===== src/rtl/mem_arb_pkg.sv =====
// Shared types and constants for the two-port memory arbiter.
package mem_arb_pkg;

  // Controller states.
  typedef enum logic [1:0] {
    IDLE = 2'd0,
    MEM  = 2'd1,
    ACK  = 2'd2
  } arb_state_e;

  // Requester port indices: instruction side and data side.
  localparam logic PORT_I = 1'b0;
  localparam logic PORT_D = 1'b1;

endpackage


===== src/rtl/mem_arbiter_if.sv =====
// Requester, memory and status signals of the arbiter, bundled as one interface.
interface mem_arbiter_if #(
  parameter int AW = 32,
  parameter int DW = 32
);
  logic          rd0;
  logic          wr0;
  logic [AW-1:0] addr0;
  logic [DW-1:0] wdata0;
  logic [DW-1:0] rdata0;
  logic          ack0;

  logic          rd1;
  logic          wr1;
  logic [AW-1:0] addr1;
  logic [DW-1:0] wdata1;
  logic [DW-1:0] rdata1;
  logic          ack1;

  logic          mem_req;
  logic          mem_we;
  logic [AW-1:0] mem_addr;
  logic [DW-1:0] mem_wdata;
  logic [DW-1:0] mem_rdata;
  logic          mem_ready;

  logic          busy;
  logic          owner;

  // Arbiter side.
  modport slave (
    input  rd0, wr0, addr0, wdata0,
    input  rd1, wr1, addr1, wdata1,
    input  mem_rdata, mem_ready,
    output rdata0, ack0, rdata1, ack1,
    output mem_req, mem_we, mem_addr, mem_wdata,
    output busy, owner
  );

  // Requesters plus memory, as seen from outside the arbiter.
  modport master (
    output rd0, wr0, addr0, wdata0,
    output rd1, wr1, addr1, wdata1,
    output mem_rdata, mem_ready,
    input  rdata0, ack0, rdata1, ack1,
    input  mem_req, mem_we, mem_addr, mem_wdata,
    input  busy, owner
  );
endinterface


===== src/rtl/mem_arb_pick.sv =====
// Winner selection between the two requesters with a bounded data-side
// priority. Purely combinational so it can be exercised on its own.
module mem_arb_pick
  import mem_arb_pkg::*;
#(
  parameter int MAX_CONSEC = 4,
  parameter int CW         = $clog2(MAX_CONSEC + 1)
) (
  input  logic          req0_i,
  input  logic          req1_i,
  input  logic [CW-1:0] dcnt_i,
  output logic          valid_o,
  output logic          winner_o,
  output logic [CW-1:0] dcnt_o
);

  localparam logic [CW-1:0] MAXC = CW'(MAX_CONSEC);

  // Data side wins unless it has used up its run while the instruction side waits.
  always_comb begin
    valid_o  = req0_i | req1_i;
    winner_o = PORT_I;
    dcnt_o   = dcnt_i;
    if (req1_i && (!req0_i || (dcnt_i < MAXC))) begin
      winner_o = PORT_D;
    end
    if (valid_o) begin
      if ((winner_o == PORT_D) && req0_i) begin
        dcnt_o = (dcnt_i < MAXC) ? dcnt_i + 1'b1 : dcnt_i;
      end else begin
        dcnt_o = '0;
      end
    end
  end

endmodule


===== src/rtl/mem_arbiter.sv =====
// Two-port arbiter in front of a single-word memory port.
//
// state | meaning
// IDLE  | sample requests, latch the winner's transaction
// MEM   | mem_req held until mem_ready
// ACK   | one-cycle completion pulse to the owner
module mem_arbiter
  import mem_arb_pkg::*;
#(
  parameter int AW         = 32,
  parameter int DW         = 32,
  parameter int MAX_CONSEC = 4
) (
  input  logic          clk,
  input  logic          rst,
  mem_arbiter_if.slave  bus
);

  localparam int CW = $clog2(MAX_CONSEC + 1);

  arb_state_e    state_q, state_d;
  logic          mem_req_q, mem_req_d;
  logic          mem_we_q, mem_we_d;
  logic [AW-1:0] mem_addr_q, mem_addr_d;
  logic [DW-1:0] mem_wdata_q, mem_wdata_d;
  logic [DW-1:0] rdata0_q, rdata0_d;
  logic [DW-1:0] rdata1_q, rdata1_d;
  logic          ack0_q, ack0_d;
  logic          ack1_q, ack1_d;
  logic          owner_q, owner_d;
  logic [CW-1:0] dcnt_q, dcnt_d;

  logic          pick_valid;
  logic          pick_winner;
  logic [CW-1:0] pick_dcnt;

  // A write strobe dominates a read strobe on the same port.
  mem_arb_pick #(
    .MAX_CONSEC (MAX_CONSEC),
    .CW         (CW)
  ) u_pick (
    .req0_i   (bus.rd0 | bus.wr0),
    .req1_i   (bus.rd1 | bus.wr1),
    .dcnt_i   (dcnt_q),
    .valid_o  (pick_valid),
    .winner_o (pick_winner),
    .dcnt_o   (pick_dcnt)
  );

  // State and all output registers; reset abandons any access in flight.
  always_ff @(posedge clk) begin
    if (rst) begin
      state_q     <= IDLE;
      mem_req_q   <= 1'b0;
      mem_we_q    <= 1'b0;
      mem_addr_q  <= '0;
      mem_wdata_q <= '0;
      rdata0_q    <= '0;
      rdata1_q    <= '0;
      ack0_q      <= 1'b0;
      ack1_q      <= 1'b0;
      owner_q     <= PORT_I;
      dcnt_q      <= '0;
    end else begin
      state_q     <= state_d;
      mem_req_q   <= mem_req_d;
      mem_we_q    <= mem_we_d;
      mem_addr_q  <= mem_addr_d;
      mem_wdata_q <= mem_wdata_d;
      rdata0_q    <= rdata0_d;
      rdata1_q    <= rdata1_d;
      ack0_q      <= ack0_d;
      ack1_q      <= ack1_d;
      owner_q     <= owner_d;
      dcnt_q      <= dcnt_d;
    end
  end

  // Next state: grant in IDLE, wait for memory in MEM, pulse ack in ACK.
  always_comb begin
    state_d     = state_q;
    mem_req_d   = mem_req_q;
    mem_we_d    = mem_we_q;
    mem_addr_d  = mem_addr_q;
    mem_wdata_d = mem_wdata_q;
    rdata0_d    = rdata0_q;
    rdata1_d    = rdata1_q;
    ack0_d      = 1'b0;
    ack1_d      = 1'b0;
    owner_d     = owner_q;
    dcnt_d      = dcnt_q;

    unique case (state_q)
      IDLE: begin
        if (pick_valid) begin
          owner_d   = pick_winner;
          dcnt_d    = pick_dcnt;
          mem_req_d = 1'b1;
          if (pick_winner == PORT_D) begin
            mem_we_d    = bus.wr1;
            mem_addr_d  = bus.addr1;
            mem_wdata_d = bus.wdata1;
          end else begin
            mem_we_d    = bus.wr0;
            mem_addr_d  = bus.addr0;
            mem_wdata_d = bus.wdata0;
          end
          state_d = MEM;
        end
      end
      MEM: begin
        if (bus.mem_ready) begin
          mem_req_d = 1'b0;
          if (owner_q == PORT_D) begin
            ack1_d = 1'b1;
            if (!mem_we_q) rdata1_d = bus.mem_rdata;
          end else begin
            ack0_d = 1'b1;
            if (!mem_we_q) rdata0_d = bus.mem_rdata;
          end
          state_d = ACK;
        end
      end
      ACK: begin
        state_d = IDLE;
      end
      default: begin
        state_d   = IDLE;
        mem_req_d = 1'b0;
      end
    endcase
  end

  assign bus.mem_req   = mem_req_q;
  assign bus.mem_we    = mem_we_q;
  assign bus.mem_addr  = mem_addr_q;
  assign bus.mem_wdata = mem_wdata_q;
  assign bus.rdata0    = rdata0_q;
  assign bus.rdata1    = rdata1_q;
  assign bus.ack0      = ack0_q;
  assign bus.ack1      = ack1_q;
  assign bus.owner     = owner_q;
  assign bus.busy      = (state_q != IDLE);

endmodule

===== src/flat_wrapper.sv =====
// flat-port wrapper written by rule: the top's interface ports become plain ports
module mem_arbiter_flat import mem_arb_pkg::*;
#(
  parameter int AW         = 32,
  parameter int DW         = 32,
  parameter int MAX_CONSEC = 4
)
  (clk, rst, bus_rd0, bus_wr0, bus_addr0, bus_wdata0, bus_rd1, bus_wr1, bus_addr1, bus_wdata1, bus_mem_rdata, bus_mem_ready, bus_rdata0, bus_ack0, bus_rdata1, bus_ack1, bus_mem_req, bus_mem_we, bus_mem_addr, bus_mem_wdata, bus_busy, bus_owner);
  mem_arbiter_if #(.AW(AW), .DW(DW)) bus_i ();
  input  logic clk;
  input  logic rst;
  input wire logic [$bits(bus_i.rd0)-1:0] bus_rd0;
  input wire logic [$bits(bus_i.wr0)-1:0] bus_wr0;
  input wire logic [$bits(bus_i.addr0)-1:0] bus_addr0;
  input wire logic [$bits(bus_i.wdata0)-1:0] bus_wdata0;
  input wire logic [$bits(bus_i.rd1)-1:0] bus_rd1;
  input wire logic [$bits(bus_i.wr1)-1:0] bus_wr1;
  input wire logic [$bits(bus_i.addr1)-1:0] bus_addr1;
  input wire logic [$bits(bus_i.wdata1)-1:0] bus_wdata1;
  input wire logic [$bits(bus_i.mem_rdata)-1:0] bus_mem_rdata;
  input wire logic [$bits(bus_i.mem_ready)-1:0] bus_mem_ready;
  output wire logic [$bits(bus_i.rdata0)-1:0] bus_rdata0;
  output wire logic [$bits(bus_i.ack0)-1:0] bus_ack0;
  output wire logic [$bits(bus_i.rdata1)-1:0] bus_rdata1;
  output wire logic [$bits(bus_i.ack1)-1:0] bus_ack1;
  output wire logic [$bits(bus_i.mem_req)-1:0] bus_mem_req;
  output wire logic [$bits(bus_i.mem_we)-1:0] bus_mem_we;
  output wire logic [$bits(bus_i.mem_addr)-1:0] bus_mem_addr;
  output wire logic [$bits(bus_i.mem_wdata)-1:0] bus_mem_wdata;
  output wire logic [$bits(bus_i.busy)-1:0] bus_busy;
  output wire logic [$bits(bus_i.owner)-1:0] bus_owner;
  assign bus_i.rd0 = bus_rd0;
  assign bus_i.wr0 = bus_wr0;
  assign bus_i.addr0 = bus_addr0;
  assign bus_i.wdata0 = bus_wdata0;
  assign bus_i.rd1 = bus_rd1;
  assign bus_i.wr1 = bus_wr1;
  assign bus_i.addr1 = bus_addr1;
  assign bus_i.wdata1 = bus_wdata1;
  assign bus_i.mem_rdata = bus_mem_rdata;
  assign bus_i.mem_ready = bus_mem_ready;
  assign bus_rdata0 = bus_i.rdata0;
  assign bus_ack0 = bus_i.ack0;
  assign bus_rdata1 = bus_i.rdata1;
  assign bus_ack1 = bus_i.ack1;
  assign bus_mem_req = bus_i.mem_req;
  assign bus_mem_we = bus_i.mem_we;
  assign bus_mem_addr = bus_i.mem_addr;
  assign bus_mem_wdata = bus_i.mem_wdata;
  assign bus_busy = bus_i.busy;
  assign bus_owner = bus_i.owner;
  mem_arbiter #(.AW(AW), .DW(DW), .MAX_CONSEC(MAX_CONSEC)) u_core (.clk(clk), .rst(rst), .bus(bus_i));
endmodule

===== config.mk =====
export PLATFORM = sky130hd
export DESIGN_NAME = mem_arbiter_flat
export DESIGN_NICKNAME = d
export VERILOG_FILES = /design/src/rtl/mem_arb_pkg.sv /design/src/rtl/mem_arbiter_if.sv /design/src/rtl/mem_arb_pick.sv /design/src/rtl/mem_arbiter.sv /design/src/flat_wrapper.sv
export SDC_FILE = /design/constraint.sdc
export NUM_CORES = 1
export LEC_CHECK = 0
export ABC_AREA = 0
export CAP_MARGIN = 20
export CORE_ASPECT_RATIO = 0.5
export CORE_MARGIN = 4
export CORE_UTILIZATION = 42
export DETAILED_ROUTE_END_ITERATION = 6
export GPL_TIMING_DRIVEN = 0
export PLACE_DENSITY = 0.95
export SETUP_SLACK_MARGIN = 0.15
export SLEW_MARGIN = 20
export SYNTH_ARGS = -nofsm -noshare
export SYNTH_HDL_FRONTEND = slang
export SYNTH_SLANG_ARGS = --single-unit
export TNS_END_PERCENT = 10

===== constraint.sdc =====
create_clock -name clk -period 2.7 [get_ports clk]
set_clock_uncertainty 0.05 [all_clocks]
set_input_delay 0.54 -clock clk [delete_from_list [all_inputs] [get_ports clk]]
set_output_delay 0.54 -clock clk [all_outputs]
set_load 0.01 [all_outputs]

Word-level counts from Yosys, hierarchy flattened

Index checks and enable logic that the tools add are counted.

Flip-flop bits (word level): 138
Input port bits: 167
Output and inout port bits: 134
Word-level logic and storage cells: 53

Add/sub/neg operators: 1
$lt $le $gt $ge: 1
Eq/ne operators: 5
Multiplexer cells: 14
Bitwise gates (word level): 8
Reductions and logical operators: 13

Operators with widths:

| operator                                                                | number |
|---|---|
| 32-bit 2-to-1 mux                                                       | 2 |
| 4-bit AND reduction                                                     | 2 |
| 1-bit 2-to-1 mux                                                        | 6 |
| 3-bit 2-to-1 mux                                                        | 2 |
| 3-bit AND reduction                                                     | 2 |
| 1-bit inverter                                                          | 5 |
| 2-bit 2-to-1 mux                                                        | 2 |
| 2-bit inequality test, second input constant                            | 2 |
| 2-bit one-hot mux with 2 select lines                                   | 1 |
| 2-bit AND reduction                                                     | 2 |
| 3-bit by 1-bit adder with 3-bit output, second input constant           | 1 |
| 3-bit less-than comparator, second input constant                       | 1 |
| 1-bit OR                                                                | 3 |
| 1-bit one-hot mux with 3 select lines                                   | 1 |
| 3-bit OR reduction                                                      | 1 |
| 2-bit by 1-bit == test with 1-bit output, second input constant         | 1 |
| 2-bit == test, second input constant                                    | 1 |
| 1-bit logical AND                                                       | 2 |
| 2-bit zero test                                                         | 1 |
| 2-bit by 1-bit inequality test with 1-bit output, second input constant | 1 |
| 2-bit nonzero test                                                      | 1 |
| 1-bit zero test                                                         | 1 |
| 1-bit logical OR                                                        | 1 |

Depth between registers and ports, before layout

Gate-level depths: netlist of run 1.

Depth in word-level cells: 8
Depth in mapped cells: 7
Depth with buffers taken out: 4

Cells and area by module

A second synthesis of run 1 with hierarchy kept.

Cell total of the unflattened synthesis: 575
Area, all modules: 5870.6 sq um

By module, submodules not included:

| module       | times used | cells each | area an instance (sq um) | sequential area each (sq um) |
|---|---|---|---|---|
| mem_arbiter  | 1          | 566        | 5791.8                   | 2762.6 |
| mem_arb_pick | 1          | 9          | 78.8                     | 0.0 |

Worst setup path before layout of run 1

OpenSTA, ideal clock, no wires.

Path kind: input -> register
Start: input bus_wr1
End: register u_core.mem_addr_q[22] (netlist: u_core.bus.mem_addr[22])
Library setup time: 0.086 ns
Arrival time: 1.598 ns
Data required time: 2.564 ns
Path slack: 0.966 ns
Cell stages on the path: 6
Path through: nor2_1 -> or2_2 -> buf_2 -> buf_1 -> nand2_1 -> a211oi_1

Word-level cells in the longest chain between the ends: 4

Ends and longest elaborated chain:

| element              | RTL line           | source |
|---|---|---|
| start, declared      | flat_wrapper.sv:17 | `input wire logic [$bits(bus_i.wr1)-1:0] bus_wr1;` |
| 1-bit OR *           | mem_arbiter.sv:43  | `.req1_i (bus.rd1 \| bus.wr1),` |
| 1-bit logical AND    | mem_arb_pick.sv:24 | `if (req1_i && (!req0_i \|\| (dcnt_i < MAXC))) begin` |
| 1-bit 2-to-1 mux     | mem_arb_pick.sv:24 |  |
| 32-bit 2-to-1 mux    | mem_arbiter.sv:99  | `if (pick_winner == PORT_D) begin` |
| end signal, assigned | mem_arbiter.sv:68  | `mem_addr_q <= mem_addr_d;` |
| end, declared        | mem_arbiter.sv:24  | `logic [AW-1:0] mem_addr_q, mem_addr_d;` |

Mark *: on every way between the ends. The rest lies on a longest branch, timed or not.
A chain may end at the register's enable or synchronous reset.

Worst setup path in the final report of run 1

Start: input rst
End: register u_core.owner_q (netlist: u_core.bus.owner)

RTL lines:

| element              | RTL line           | source |
|---|---|---|
| start, declared      | flat_wrapper.sv:11 | `input logic rst;` |
| end signal, assigned | mem_arbiter.sv:74  | `owner_q <= owner_d;` |
| end, declared        | mem_arbiter.sv:30  | `logic owner_q, owner_d;` |

No word-level cell between the ends.

==> summary.md, run 1 <==
| Metric | Value |
|---|---|
| Die Wd | `168 um` |
| Cells after Synth | `684` |
| Top FF cell, synth | `dfxtp_1` |
| Asr flop ratio synth | `0` |
| Setup TNS Final | `0 ns` |
| Setup CP Type | `in2reg` |
| Final HPWL DP | `15.3 mm` |
| Initial antenna violation count | `0` |
| Slowest stage delay, CP | `0.51 ns` |
| Routed via count | `6204` |
| EDFF count, synth | `0` |
| Post-synthesis sequential area ratio | `0.515` |
| Slew margin rel. | `0.490` |
| Clk_lat worst skew | `roughly 0.4 ns` |
| Final hold vios | `0` |
| Max Slew Vio Count | `0` |
| Pwr dens | `631 nW/um^2` |
| Min-delay worst type | `reg2reg` |
| TritonCTS Buffers | `17` |
| Ant diodes | `0` |
| Worst-Margin Slew | `0.758 ns` |
| Leakage Power | `3.33 nW` |
| Most area-consuming cells after synthesis | `dfxtp_1, nand2_1, a21oi_1, a211oi_1, nor2_1` |
| Final wirelength | `~20 mm` |
| Largest delay share family, worst path | `buffers and inverters` |
| Initial DRT Pass Iterations | `5` |
| CP required | `2.91 ns` |
| Placed Area | `8570 um^2` |
| Most common cell on crit path | `clkbuf_1` |
| Most instantiated library cell after synthesis | `nand2_1` |
| Initial core utilization | `0.441` |
| FF+latch count, synth | `138` |
| Area Overhead vs Synth | `70.7%` |
| CP Buf/Inv Count | `4` |
| Remaining DRCs | `0` |
| Status | `completed` |
| YS warnings | `0` |
| Clock Pin Slew Worst Setup and Hold Paths | `0.06 ns` |
| Maximum clock rate | `0.422 GHz` |
| Post-Layout Cell Count | `1181` |
| Final setup fails | `0` |
| WL per Instance | `17.4 um` |
| Tmin final | `2.37 ns` |
| Fin worst setup slack | `~0.33 ns` |
| Largest net degree at the start of global routing | `17` |
| Final hold slack | `0.404 ns` |
| Worst slack, placed | `-0.0984 ns` |
| Nature of the critical path endpoint | `flip-flop` |
| Total GRT Usage | `0.267` |
| Synth cell types | `33` |
| Avg Cell Area, Syn | `7.84 um^2` |
| Fill cell count | `874` |
| Peak VDD IR | `0.000443 V` |
| Post-route cell area | `slightly above 9000 um^2` |
| H-tree level count | `4` |
| IO buf count | `300` |
| Max-Cap Viols | `0` |
| First-pass GRT wire length | `31.8 mm` |
| Placed Cells | `about 1100` |
| Core box area | `12200 um^2` |
| Vias in the first global route | `6255` |
| Slowest-stage cell, CP | `clkbuf_1` |
| Post-cts gate resize count | `0` |
| Row cnt | `28` |
| Top cell type's share of synthesized area | `0.515` |
| Routability cong. | `0.886` |
| Fin crit share | `0.879` |
| Synth cell count leaders | `nand2_1, dfxtp_1, a21oi_1` |
| CTS Hold Bufs | `0` |
| Mapped Nets | `852` |
| CTS tree | `yes` |
| Die span in y | `87.9 um` |
| Gr ovfl total | `0` |
| Fraction of layout cells with a size suffix above 1 | `0.0591` |
| Critical path cell sequence | `clkdlybuf4s50_1 -> clkbuf_1 -> clkbuf_1 -> clkbuf_1 -> a21oi_1` |
| Setup bufs post-CTS | `0` |
| CTS sink count | `138` |
| Synth Cell Area | `5360 um^2` |
| Final core utilization | `0.753` |
| DRT iter0 DRCs | `between 300 and 400` |
| RSZ-0062 raised after global routing | `no` |
| Startpoint types | `primary input` |
| Die area | `14800 um^2` |
| Vias per Instance | `5.25` |
| Io pins | `301` |
| Crit path DAT | `2.58 ns` |
| Root buf cell | `clkbuf_16` |
| Synth area leader | `dfxtp_1` |
| Fin nets | `1171` |
| Critical Path Fanout Max | `10` |
| Power, Total | `about 5.8 mW` |
| DRT antenna net count | `0` |
| Max Root-Sink Buffers | `2` |
final timing paths:
path / start / endpoint / slack [ns] / cells past startpoint
setup / recovery: rst / u_core.bus.owner$_SDFFE_PP0P_ / 0.33 / 5
hold / removal: u_core.bus.rdata1[4]$_SDFFE_PP0P_ / u_core.bus.rdata1[4]$_SDFFE_PP0P_ / 0.40 / 2
setup reg to reg: u_core.state_q[0]$_SDFFE_PP0P_ / u_core.bus.rdata1[7]$_SDFFE_PP0P_ / 0.82 / 5
hold reg to reg: u_core.bus.rdata1[4]$_SDFFE_PP0P_ / u_core.bus.rdata1[4]$_SDFFE_PP0P_ / 0.40 / 2
final cells by class:
class	instances	area, um^2	share of cell area
Buffer	59	259	0.0283
Tap cell	165	206	0.0225
Clock inverter	13	131	0.0143
Multi-Input combinational cell	487	2340	0.256
Clock buffer	19	453	0.0495
Timing Repair Buffer	300	3000	0.328
Sequential cell	138	2760	0.302
layer usage:
layer  wire length [um]  GRT usage  vias to the layer above
met5                  0          0                        -
met2              10700      0.499                      253
met4                670      0.118                        0
met1               7910      0.296                     2949
met3               1230     0.0645                       56
li1                   -          -                     2946
cells in the final DEF, fill, tap and decap left out, drive strengths merged, types with 2 or more instances in the layout:
cell,n
a211oi,64
a22oi,2
dfxtp,138
clkbuf,53
nand2,196
a21oi,133
nor2,71
or2,2
clkinvlp,2
clkdlybuf4s50,300
buf,25
inv,7
clkinv,3
worst reg2reg max path: stages, from the launching register on:
cell and delay, ns:
dfxtp_1 0.39, nand2_1 0.12, nor4b_2 0.52, clkbuf_1 0.44
nand2_1 0.12, a21oi_1 0.16
where the power goes:
part	switching [mW]	internal, mW
sequential	0.0896	2.19
clock	0.977	1.34
combinational	0.542	0.635
logic make-up after synthesis:
kind of cell | count (synthesis) | share of synthesized area
adders and majority gates | 1 | 0.00233
and+or+nand+nor | 282 | 0.209
buffers and inverters | 59 | 0.0483
DFF | 138 | 0.515
AOI/OAI and AO/OA | 204 | 0.226
registers in the layout, indices dropped and copies added (netlist names):
register              count
u_core.bus.mem_wdata     32
u_core.bus.rdata0        32
u_core.bus.mem_req        1
u_core.bus.owner          1
u_core.bus.ack0           1
u_core.bus.ack1           1
u_core.state_q            2
u_core.dcnt_q             3
u_core.bus.rdata1        32
u_core.bus.mem_we         1
u_core.bus.mem_addr      32
No activity file was read; power rests on OpenSTA's default activity.
==> inputs of run 2 (changes only) <==
--- a/config.mk
+++ b/config.mk
@@ -8,7 +8,6 @@
 export ABC_AREA = 0
 export CAP_MARGIN = 20
 export CORE_ASPECT_RATIO = 0.5
-export CORE_MARGIN = 4
 export CORE_UTILIZATION = 42
 export DETAILED_ROUTE_END_ITERATION = 6
 export GPL_TIMING_DRIVEN = 0
==> summary.md, run 2 (synthesis results as in run 1) <==
| Metric | Value |
|---|---|
| Pwr dens | `638 nW/um^2 (+1.1%)` |
| Fill cell count | `895 (+2.4%)` |
| Critical Path Fanout Max | `10 (unchanged)` |
| Final setup fails | `0 (unchanged)` |
| First-pass GRT wire length | `29.7 mm (-6.6%)` |
| IO buf count | `300 (unchanged)` |
| RSZ-0062 raised after global routing | `no` |
| Core box area | `12100 um^2 (-0.29%)` |
| Slew margin rel. | `0.472 (-0.0181)` |
| Max Root-Sink Buffers | `2 (unchanged)` |
| Final wirelength | `19.4 mm (-5.6%)` |
| Setup TNS Final | `0 ns (unchanged)` |
| Setup bufs post-CTS | `0 (unchanged)` |
| Max-Cap Viols | `0 (unchanged)` |
| Routability cong. | `0.866 (-2.3%)` |
| Startpoint types | `primary input` |
| Crit path DAT | `2.61 ns (+0.03 ns)` |
| Placed Cells | `1149 (unchanged)` |
| Final HPWL DP | `14.4 mm (-5.8%)` |
| Most frequent cells in the layout | `clkdlybuf4s50_1, nand2_1, dfxtp_1` |
| Ant diodes | `0 (unchanged)` |
| Worst-Margin Slew | `0.785 ns (+0.0269 ns)` |
| Final hold vios | `0 (unchanged)` |
| Initial antenna violation count | `0 (unchanged)` |
| Largest net degree at the start of global routing | `17 (unchanged)` |
| Setup CP Type | `in2reg` |
| Area of the multi-input gates | `2340 um^2 (unchanged)` |
| Clock Pin Slew Worst Setup and Hold Paths | `0.06 ns (about the same)` |
| Die area | `13300 um^2 (-10%)` |
| Total GRT Usage | `0.284 (+0.0165)` |
| Peak VDD IR | `0.000422 V (-4.8%)` |
| Fin nets | `1171 (unchanged)` |
| DRT iter0 DRCs | `408 (+3.3%)` |
| Post-cts gate resize count | `0 (unchanged)` |
| Tmin final | `2.40 ns (+0.0263 ns)` |
| Area Overhead vs Synth | `71.1%` |
| Post-route cell area | `9180 um^2 (+0.22%)` |
| Io pins | `301 (unchanged)` |
| Row cnt | `28 (unchanged)` |
| Post-Layout Cell Count | `1181 (unchanged)` |
| Die span in y | `81.9 um (-6.8%)` |
| Leakage Power | `3.35 nW (+0.40%)` |
| CTS sink count | `138 (unchanged)` |
| Gr ovfl total | `0 (unchanged)` |
| Vias per Instance | `5.27 (+0.23%)` |
| Routed via count | `6218 (+0.23%)` |
| Initial DRT Pass Iterations | `5 (unchanged)` |
| Die Wd | `162 um (-3.6%)` |
| CTS Hold Bufs | `0 (unchanged)` |
| WL per Instance | `16.4 um (-5.6%)` |
| Power, Total | `5.86 mW (+1.3%)` |
| FF/Latch Area | `2760 um^2 (unchanged)` |
| Leading cell type in the layout, fill and taps excluded | `clkdlybuf4s50_1` |
| Status | `completed` |
| Fin crit share | `0.888 (+0.00974)` |
| Root buf cell | `clkbuf_16` |
| TritonCTS Buffers | `17 (unchanged)` |
| Vias in the first global route | `5987 (-4.3%)` |
| Final core utilization | `0.757 (+0.00383)` |
| Max Slew Vio Count | `0 (unchanged)` |
| Initial core utilization | `0.443 (+0.00128)` |
| Maximum clock rate | `0.417 GHz (-1.1%)` |
| Fraction of layout cells with a size suffix above 1 | `0.0591 (unchanged)` |
| Nature of the critical path endpoint | `flip-flop` |
| Clk_lat worst skew | `0.40 ns (about the same)` |
| H-tree level count | `4 (unchanged)` |
| DRT antenna net count | `0 (unchanged)` |
| CP required | `2.91 ns (about the same)` |
| CTS tree | `yes` |
| Placed Area | `8570 um^2 (unchanged)` |
| Min-delay worst type | `reg2reg` |
| Remaining DRCs | `0 (unchanged)` |
-- run 2: cell types whose count changed in the layout (fill, tap and decap cells not counted), sizes merged --
cell / change
clkbuf: -2
inv: +2
clkinvlp: -1
bufinv: +1
-- run 2: area by class of cell --
class | instances | share of cell area
plain buffers | 59 | 0.0282
clock inverters | 15 | 0.0195
clock buffers | 17 | 0.0464
repair buffers | 300 | 0.327
flip-flops and latches | 138 | 0.301
well taps | 165 | 0.0225
multi-input cells | 487 | 0.255
-- run 2: per-stage QoR --
step | hold slack, ns | setup slack, ns
3_5_place_dp | 0.396 | -0.0696
2_1_floorplan | 0.408 | 0.966
6_report | 0.404 | 0.301
5_1_grt | 0.424 | 0.219
3_3_place_gp | 0.390 | -0.0529
4_1_cts | 0.405 | 0.323
-- run 2: where the power goes --
group	switching, mW	internal (mW)	total [mW]	leakage (nW)
clock network	0.998	1.40	2.40	0.297
registers	0.0916	2.19	2.28	1.13
logic	0.537	0.635	1.17	1.92
total	1.63	4.23	5.86	3.35
-- run 2: critical path, cell delays in order --
cell             delay (ns)
clkdlybuf4s50_1        0.50
clkbuf_1               0.49
clkbuf_1               0.51
clkbuf_1               0.47
a21oi_1                0.09
-- run 2: final timing paths --
kind / from / cells past startpoint / slack, ns / end
setup / recovery: rst / 5 / 0.30 / u_core.bus.rdata0[22]$_SDFFE_PP0P_
hold / removal: u_core.bus.rdata1[0]$_SDFFE_PP0P_ / 2 / 0.40 / u_core.bus.rdata1[0]$_SDFFE_PP0P_
setup reg to reg: u_core.state_q[1]$_SDFFE_PP0P_ / 7 / 0.76 / u_core.bus.mem_wdata[27]$_SDFFE_PP0P_
hold reg to reg: u_core.bus.rdata1[0]$_SDFFE_PP0P_ / 2 / 0.40 / u_core.bus.rdata1[0]$_SDFFE_PP0P_
-- run 2: routing by layer --
metal	part of all wire	wire length, um	GRT usage	vias to the layer above
li1	-	-	-	2952
met1	0.41	7860	0.331	2955
met2	0.51	9900	0.517	266
met3	0.056	1090	0.0525	45
met4	0.028	541	0.130	0
met5	0	0	0	-
